$ cat src/rtl/apb_requester_arbiter.sv
// rtl/apb_requester_arbiter.sv - two-requester round-robin arbiter driving one APB completer
//
// Purpose:
//   Shares a single APB completer port between two requesters. In IDLE it picks
//   a winner (round-robin on contention) and latches that requester's command
//   into the APB output registers. It then runs SETUP and ACCESS, and returns
//   the completion (or a timeout) to the winner as a one-cycle ready pulse.
//
// Ports:
//   clk, rst_n          clock, asynchronous active-low reset
//   i_req_*             per-requester command (valid/write/address/write_data/strobe),
//                       requester n occupies slice n of each packed vector
//   o_req_ready         one-cycle completion pulse to the granted requester
//   o_req_status        00 OK, 10 SLVERR, 11 timeout (valid with o_req_ready)
//   o_req_read_data     read data (valid with o_req_ready on reads)
//   o_grant, o_busy     current owner (one-hot) and transfer-in-progress flag
//   o_p*, i_p*          APB master signals

module apb_requester_arbiter #(
  parameter int ADDRESS_WIDTH  = 16,
  parameter int DATA_WIDTH     = 32,
  parameter int TIMEOUT_CYCLES = 255
) (
  input  logic                         clk,
  input  logic                         rst_n,
  input  logic [1:0]                   i_req_valid,
  input  logic [1:0]                   i_req_write,
  input  logic [2*ADDRESS_WIDTH-1:0]   i_req_address,
  input  logic [2*DATA_WIDTH-1:0]      i_req_write_data,
  input  logic [2*(DATA_WIDTH/8)-1:0]  i_req_strobe,
  output logic [1:0]                   o_req_ready,
  output logic [1:0]                   o_req_status,
  output logic [DATA_WIDTH-1:0]        o_req_read_data,
  output logic [1:0]                   o_grant,
  output logic                         o_busy,
  output logic                         o_psel,
  output logic                         o_penable,
  output logic [ADDRESS_WIDTH-1:0]     o_paddr,
  output logic                         o_pwrite,
  output logic [DATA_WIDTH-1:0]        o_pwdata,
  output logic [DATA_WIDTH/8-1:0]      o_pstrb,
  input  logic                         i_pready,
  input  logic [DATA_WIDTH-1:0]        i_prdata,
  input  logic                         i_pslverr
);

  localparam int AW = ADDRESS_WIDTH;
  localparam int DW = DATA_WIDTH;
  localparam int SW = DATA_WIDTH / 8;
  // Counter only needs to reach TIMEOUT_CYCLES-1; keep at least one bit so a
  // disabled timeout (0) still yields a legal vector.
  localparam int CW = (TIMEOUT_CYCLES < 2) ? 1 : $clog2(TIMEOUT_CYCLES + 1);
  localparam bit TO_EN = (TIMEOUT_CYCLES != 0);
  localparam logic [CW-1:0] TO_LAST = CW'(TO_EN ? TIMEOUT_CYCLES - 1 : 0);

  typedef enum logic [1:0] {
    ST_IDLE   = 2'd0,
    ST_SETUP  = 2'd1,
    ST_ACCESS = 2'd2
  } state_t;

  state_t          state_q, state_d;
  logic [1:0]      grant_q, grant_d;
  logic            last_idx_q, last_idx_d;
  logic [AW-1:0]   paddr_q, paddr_d;
  logic            pwrite_q, pwrite_d;
  logic [DW-1:0]   pwdata_q, pwdata_d;
  logic [SW-1:0]   pstrb_q, pstrb_d;
  logic [CW-1:0]   cnt_q, cnt_d;

  logic            win_idx;
  logic            win_write;
  logic            timeout_hit;
  logic            complete;

  always_comb begin
    state_d         = state_q;
    grant_d         = grant_q;
    last_idx_d      = last_idx_q;
    paddr_d         = paddr_q;
    pwrite_d        = pwrite_q;
    pwdata_d        = pwdata_q;
    pstrb_d         = pstrb_q;
    cnt_d           = cnt_q;
    win_idx         = 1'b0;
    win_write       = 1'b0;
    timeout_hit     = 1'b0;
    complete        = 1'b0;
    o_req_ready     = 2'b00;
    o_req_status    = 2'b00;
    o_req_read_data = '0;

    case (state_q)
      ST_IDLE: begin
        if (|i_req_valid) begin
          // On contention the requester that did not win last time goes next.
          if (i_req_valid == 2'b11) win_idx = ~last_idx_q;
          else                      win_idx = i_req_valid[1];
          win_write = win_idx ? i_req_write[1] : i_req_write[0];
          grant_d   = win_idx ? 2'b10 : 2'b01;
          paddr_d   = win_idx ? i_req_address[2*AW-1:AW] : i_req_address[AW-1:0];
          pwrite_d  = win_write;
          pwdata_d  = win_idx ? i_req_write_data[2*DW-1:DW] : i_req_write_data[DW-1:0];
          pstrb_d   = !win_write ? '0 :
                      (win_idx ? i_req_strobe[2*SW-1:SW] : i_req_strobe[SW-1:0]);
          state_d   = ST_SETUP;
        end
      end

      ST_SETUP: begin
        state_d = ST_ACCESS;
        cnt_d   = '0;
      end

      ST_ACCESS: begin
        timeout_hit = TO_EN && (cnt_q == TO_LAST);
        if (i_pready) begin
          // A real response beats a timeout landing in the same cycle.
          complete        = 1'b1;
          o_req_ready     = grant_q;
          o_req_status    = {i_pslverr, 1'b0};
          o_req_read_data = pwrite_q ? '0 : i_prdata;
        end else if (timeout_hit) begin
          complete     = 1'b1;
          o_req_ready  = grant_q;
          o_req_status = 2'b11;
        end else if (cnt_q != {CW{1'b1}}) begin
          cnt_d = cnt_q + 1'b1;
        end
        if (complete) begin
          state_d    = ST_IDLE;
          last_idx_d = grant_q[1];
          grant_d    = 2'b00;
        end
      end

      default: begin
        state_d = ST_IDLE;
        grant_d = 2'b00;
      end
    endcase
  end

  always_ff @(posedge clk or negedge rst_n) begin
    if (!rst_n) begin
      state_q    <= ST_IDLE;
      grant_q    <= 2'b00;
      last_idx_q <= 1'b1;
      paddr_q    <= '0;
      pwrite_q   <= 1'b0;
      pwdata_q   <= '0;
      pstrb_q    <= '0;
      cnt_q      <= '0;
    end else begin
      state_q    <= state_d;
      grant_q    <= grant_d;
      last_idx_q <= last_idx_d;
      paddr_q    <= paddr_d;
      pwrite_q   <= pwrite_d;
      pwdata_q   <= pwdata_d;
      pstrb_q    <= pstrb_d;
      cnt_q      <= cnt_d;
    end
  end

  assign o_psel    = (state_q != ST_IDLE);
  assign o_penable = (state_q == ST_ACCESS);
  assign o_busy    = (state_q != ST_IDLE);
  assign o_grant   = grant_q;
  assign o_paddr   = paddr_q;
  assign o_pwrite  = pwrite_q;
  assign o_pwdata  = pwdata_q;
  assign o_pstrb   = pstrb_q;

endmodule

$ cat config.mk
export PLATFORM = sky130hd
export DESIGN_NAME = apb_requester_arbiter
export DESIGN_NICKNAME = d
export VERILOG_FILES = /design/src/rtl/apb_requester_arbiter.sv
export SDC_FILE = /design/constraint.sdc
export NUM_CORES = 1
export LEC_CHECK = 0
export CORE_ASPECT_RATIO = 0.5
export CORE_UTILIZATION = 33
export DETAILED_ROUTE_END_ITERATION = 12
export HOLD_SLACK_MARGIN = 0.15
export PLACE_DENSITY = 0.78
export SETUP_SLACK_MARGIN = 0.2
export SYNTH_ARGS = -nofsm -noshare
export SYNTH_HDL_FRONTEND = slang
export SYNTH_SLANG_ARGS = --single-unit
$ cat constraint.sdc
create_clock -name clk -period 1.8 [get_ports clk]
set_input_delay 0.18 -clock clk [delete_from_list [all_inputs] [get_ports clk]]
set_output_delay 0.18 -clock clk [all_outputs]
set_load 0.02 [all_outputs]
# Word level (Yosys, flattened, before mapping)
# Index checks and enable logic that the tools add are counted.
word_totals:
  output_inout_bits: 94
  input_bits: 144
  ff_bits: 66
op_classes:
  eq_ne: 10
  reduce_logical: 9
  muxes: 30
  bitwise_logic: 2
  n_addsub: 1
ops:
  columns: ["operator", "count"]
  rows:
  - ["32-bit 2-to-1 mux", 4]
  - ["8-bit 2-to-1 mux", 3]
  - ["2-bit 2-to-1 mux", 10]
  - ["16-bit 2-to-1 mux", 1]
  - ["8-bit one-hot mux with 2 select lines", 1]
  - ["2-bit one-hot mux with 3 select lines", 2]
  - ["8-bit by 1-bit adder with 8-bit output (second input constant)", 1]
  - ["8-bit == test (second input constant)", 1]
  - ["4-bit 2-to-1 mux", 2]
  - ["8-bit inequality test (second input constant)", 1]
  - ["1-bit 2-to-1 mux", 7]
  - ["2-bit inequality test (second input constant)", 3]
  - ["2-bit AND reduction", 3]
  - ["2-bit == test (second input constant)", 2]
  - ["2-bit by 1-bit inequality test with 1-bit output (second input constant)", 2]
  - ["4-bit AND reduction", 1]
  - ["2-bit nonzero test", 2]
  - ["3-bit AND reduction", 1]
  - ["2-bit by 1-bit == test with 1-bit output (second input constant)", 1]
  - ["2-bit zero test", 1]
  - ["1-bit inverter", 2]
  - ["2-bit OR reduction", 1]

# Depth between registers and ports, before layout
depth:
  depth_word: 7
  mapped_depth: 7
  mapped_depth_nobuf: 6

# Worst setup path before layout
# No wires, ideal clock.
synth_path:
  path_kind: "reg2reg"
  from: "register cnt_q[0]"
  to: "register cnt_q[5]"
  path_stages_with_launch: 7
  synth_period_minus_slack_ps: 1729
  path_slack_ps: 71
  setup_ps: 125
  required_ps: 1675
  arrival_ps: 1604
  path_buffers: 0
  cell_sequence: "dfrtp_1 -> inv_1 -> ha_1 -> or2_2 -> a311oi_2 -> a311o_1 -> nand3_1"
synth_between:
  elab_chain_len: 5
  word_cells_on_any_way: 10
synth_rtl:
  columns: ["element", "line", "text"]
  rows:
  - ["from (decl)", "69", "logic [CW-1:0] cnt_q, cnt_d;"]
  - ["from (signal assigned)", "162", "cnt_q <= cnt_d;"]
  - ["8-bit by 1-bit adder with 8-bit output", "128", "cnt_d = cnt_q + 1'b1;"]
  - ["8-bit 2-to-1 mux", "127", "end else if (cnt_q != {CW{1'b1}}) begin"]
  - ["8-bit 2-to-1 mux", "123", "end else if (timeout_hit) begin"]
  - ["8-bit 2-to-1 mux", "117", "if (i_pready) begin"]
  - ["8-bit one-hot mux with 2 select lines", "93", "case (state_q)"]
# Parallel ways exist; a longest one is shown, timed or not. The select of a mux whose other input is x is not followed.
# A chain may end at the register's enable or synchronous reset.

# Worst setup path after layout
layout_path:
  from: "register cnt_q[0]"
  to: "output port o_req_ready[0]"
layout_between:
  elab_chain_len: 4
layout_rtl:
  columns: ["element", "line", "text"]
  rows:
  - ["8-bit == test", "116", "timeout_hit = TO_EN && (cnt_q == TO_LAST);"]
  - ["2-bit 2-to-1 mux", "123", null]
  - ["2-bit 2-to-1 mux", "117", null]
  - ["2-bit 2-to-1 mux", "93", null]
  - ["to (decl)", "31", "output logic [1:0] o_req_ready,"]
# No other way between the ends.

==> impl_metrics.env <==
export IMPL_viasPerCell=5.40
export IMPL_grt_pass1_vias=3595
export IMPL_synth_area_um2=3520
export IMPL_yosysMostFrequentCell="dfrtp_1"
export IMPL_routabilityCongestion=0.812
export IMPL_path_max_fanout=3
export IMPL_finalWorstSetupSlack_ps=-226
export IMPL_die_area_um2=11100
export IMPL_start_util_pct=34.2
export IMPL_drt_iter0_markers=272
export IMPL_hpwl_um=9060
export IMPL_drc=0
export IMPL_multi_input_area_um2=2300
export IMPL_antenna_cells=0
export IMPL_coreArea_um2=10300
export IMPL_r2r_slack_ps=-70
export IMPL_final_core_util_pct=76.6
export IMPL_rsz0062_at_grt="yes"
export IMPL_dr_pass1_iters=4
export IMPL_finClkSkew_ps=9.88
export IMPL_layout_worst_path_cycle_share_pct=113
export IMPL_grt_pass1_wl_um=19500
export IMPL_port_buffers=237
export IMPL_hp_class="input pin to async pin"
export IMPL_ys_ff_latch=66
export IMPL_yosysSeqAreaShare_pct=47.0
export IMPL_gr_total_overflow=0
export IMPL_insertion_delay_ps=350
export IMPL_ios=238
export IMPL_vias=4300
export IMPL_regArea_um2=1650
export IMPL_syn_inst=358
export IMPL_max_slew_margin_pct=66.4
export IMPL_final_antenna_net_count=0
export IMPL_clk_pin_slew_ps=60
export IMPL_worstPathRequired_ps=1620
export IMPL_drive_gt1_share_pct=37.7
export IMPL_wl_per_cell_um=22.4
export IMPL_num_nets_final=797
export IMPL_die_h_um=75.0
export IMPL_synth_top_area_share_pct=46.2
export IMPL_cts_htree_levels=3
export IMPL_track_usage_pct=23.1
export IMPL_clock_sinks=66
export IMPL_cts_tree="done"
export IMPL_period_needed_ps=2030
export IMPL_cp_end_kind="primary output"
export IMPL_synth_area_top_cells="dfrtp_1 (46%), mux2i_1 (15%), a21oi_1 (7.0%)"
export IMPL_syn2layout_area_growth_pct=124
export IMPL_ys_flop_type="dfrtp_1"
export IMPL_powerDensity_nw_per_um2=1510
export IMPL_fp_row_count=26
export IMPL_root_buffer="clkbuf_16"
export IMPL_finalHoldViolCount=0
export IMPL_ys_types=47
export IMPL_final_max_slew_violation_count=0
export IMPL_synth_top_area_cell="dfrtp_1"
export IMPL_setup_violations_final=39
export IMPL_yosys_warnings=0
export IMPL_fill_cells=586
export IMPL_syn_area_per_cell_um2=9.83
export IMPL_cp_arrival_ps=1850
export IMPL_antenna_found_initial=0
export IMPL_fmax_ghz=0.494
export IMPL_maxCapViolations=0
export IMPL_status="complete, but fails checks"
export IMPL_routed_wl_um=17900
export IMPL_tightest_slew_ps=504
export IMPL_grt_start_max_net_pins=67
export IMPL_synth_enable_flop_cells=0
export IMPL_die_w_um=148
export IMPL_numCtsBuffers=9
export IMPL_holdWs_ps=425
export IMPL_startpoint_type="flip-flop"
export IMPL_synth_nets=504
export IMPL_critPathKind="flip-flop to primary output"
export IMPL_ir_drop_uv=737
export IMPL_violations="setup timing"
export IMPL_cts_buffer_depth=2
export IMPL_p_leak_nw=3.33
export IMPL_synthArstFlopShare_pct=100
export IMPL_netlist_top_cells_count="dfrtp_1 (65), mux2i_1 (52), nor2_1 (50)"
-- registers in the layout (all words and copies together), names as in the netlist --
register / flops
o_pwdata: 32
o_paddr: 16
cnt_q: 8
o_pstrb: 4
o_grant: 2
state_q: 2
last_idx_q: 1
o_pwrite: 1
-- where the power goes --
group	switching (W)	total, W	internal [W]
sequential	0.000506	0.00264	0.00214
combinational	0.00369	0.00747	0.00378
clock	0.000703	0.00181	0.00111
total	0.00490	0.0119	0.00702
-- repair_timing --
item	CTS	global route
endpoints found under the hold margin	65	0
gates cloned	3	12
pin swaps	10	51
buffers inserted	15	13
gates resized for setup	273	146
hold buffers	1	0
setup endpoints to repair	87	95
-- logic make-up after synthesis --
kind of cell	synth area share, %
AO/OA/AOI/OAI	13.7
adder cells (fa/ha/maj)	0.711
AND/OR/NAND/NOR	18.0
flip-flops	47.0
multiplexers	15.4
buffers and inverters	5.19
-- area by class of cell --
type                       instances  area share, %
multi-input combinational        261           29.3
sequential                        66           21.0
timing repair buffer             306           43.4
clock inverter                     5          0.683
tap                              140           2.22
inverter                           7          0.365
clock buffer                      11           3.08
-- metal layers --
metal / up-vias / GRT usage (%) / part of all wire (%)
met5: - / 0 / 0
met4: 0 / 7.33 / 4.6
met3: 77 / 5.33 / 6.7
met2: 262 / 43.3 / 52
met1: 2116 / 26.9 / 37
li1: 1845 / - / -
-- placed cells by master, fill, tap and decap left out, drive strengths merged, types with 2 or more instances in the layout --
| cell | n |
|---|---|
| a21boi | 2 |
| a21oi | 50 |
| a311o | 2 |
| a32o | 2 |
| and2 | 35 |
| and3 | 2 |
| buf | 99 |
| clkbuf | 20 |
| clkdlybuf4s50 | 194 |
| clkinv | 4 |
| dfrtp | 65 |
| dlygate4sd2 | 2 |
| ha | 2 |
| inv | 7 |
| mux2 | 2 |
| mux2i | 52 |
| nand2 | 13 |
| nand2b | 2 |
| nand3 | 4 |
| nand4 | 4 |
| nor2 | 52 |
| nor3 | 5 |
| o21ai | 12 |
| o2bb2ai | 2 |
| o31ai | 2 |
| or2 | 2 |
-- worst max-delay path: stages, from the launching register on --
cell	delay, ps
dfrtp_1	380
inv_1	70
ha_2	190
nand4_1	200
a21oi_4	270
buf_4	140
and2_4	130
buf_6	110
-- metrics by stage --
stage                     cell area, µm²  setup slack (ps)  std cells  TNS (ps)  power, W
after floorplan                     3530               212        358         0   0.00496
after global placement              6210              -324        736     -9330   0.00717
after detailed placement            6210              -327        736    -10350   0.00728
after CTS                           6890              -108        771      -299   0.00960
after global routing                7880              -287        796     -6470    0.0123
final                               7880              -226        796     -3170    0.0119
-- worst paths after layout --
check                                         start                  endpoint  cells past startpoint
setup / recovery               cnt_q[0]$_DFFE_PN0P_            o_req_ready[0]                      7
hold / removal                                rst_n    state_q[1]$_DFFE_PN0P_                      3
setup reg to reg               cnt_q[0]$_DFFE_PN0P_    last_idx_q$_DFFE_PN1P_                      9
hold reg to reg            o_pwdata[30]$_DFFE_PN0P_  o_pwdata[30]$_DFFE_PN0P_                      2
max in group asynchronous                     rst_n    last_idx_q$_DFFE_PN1P_                      3
min in group clk               i_req_write_data[31]  o_pwdata[31]$_DFFE_PN0P_                      3
Note: power is estimated with default switching activity, not from simulation.
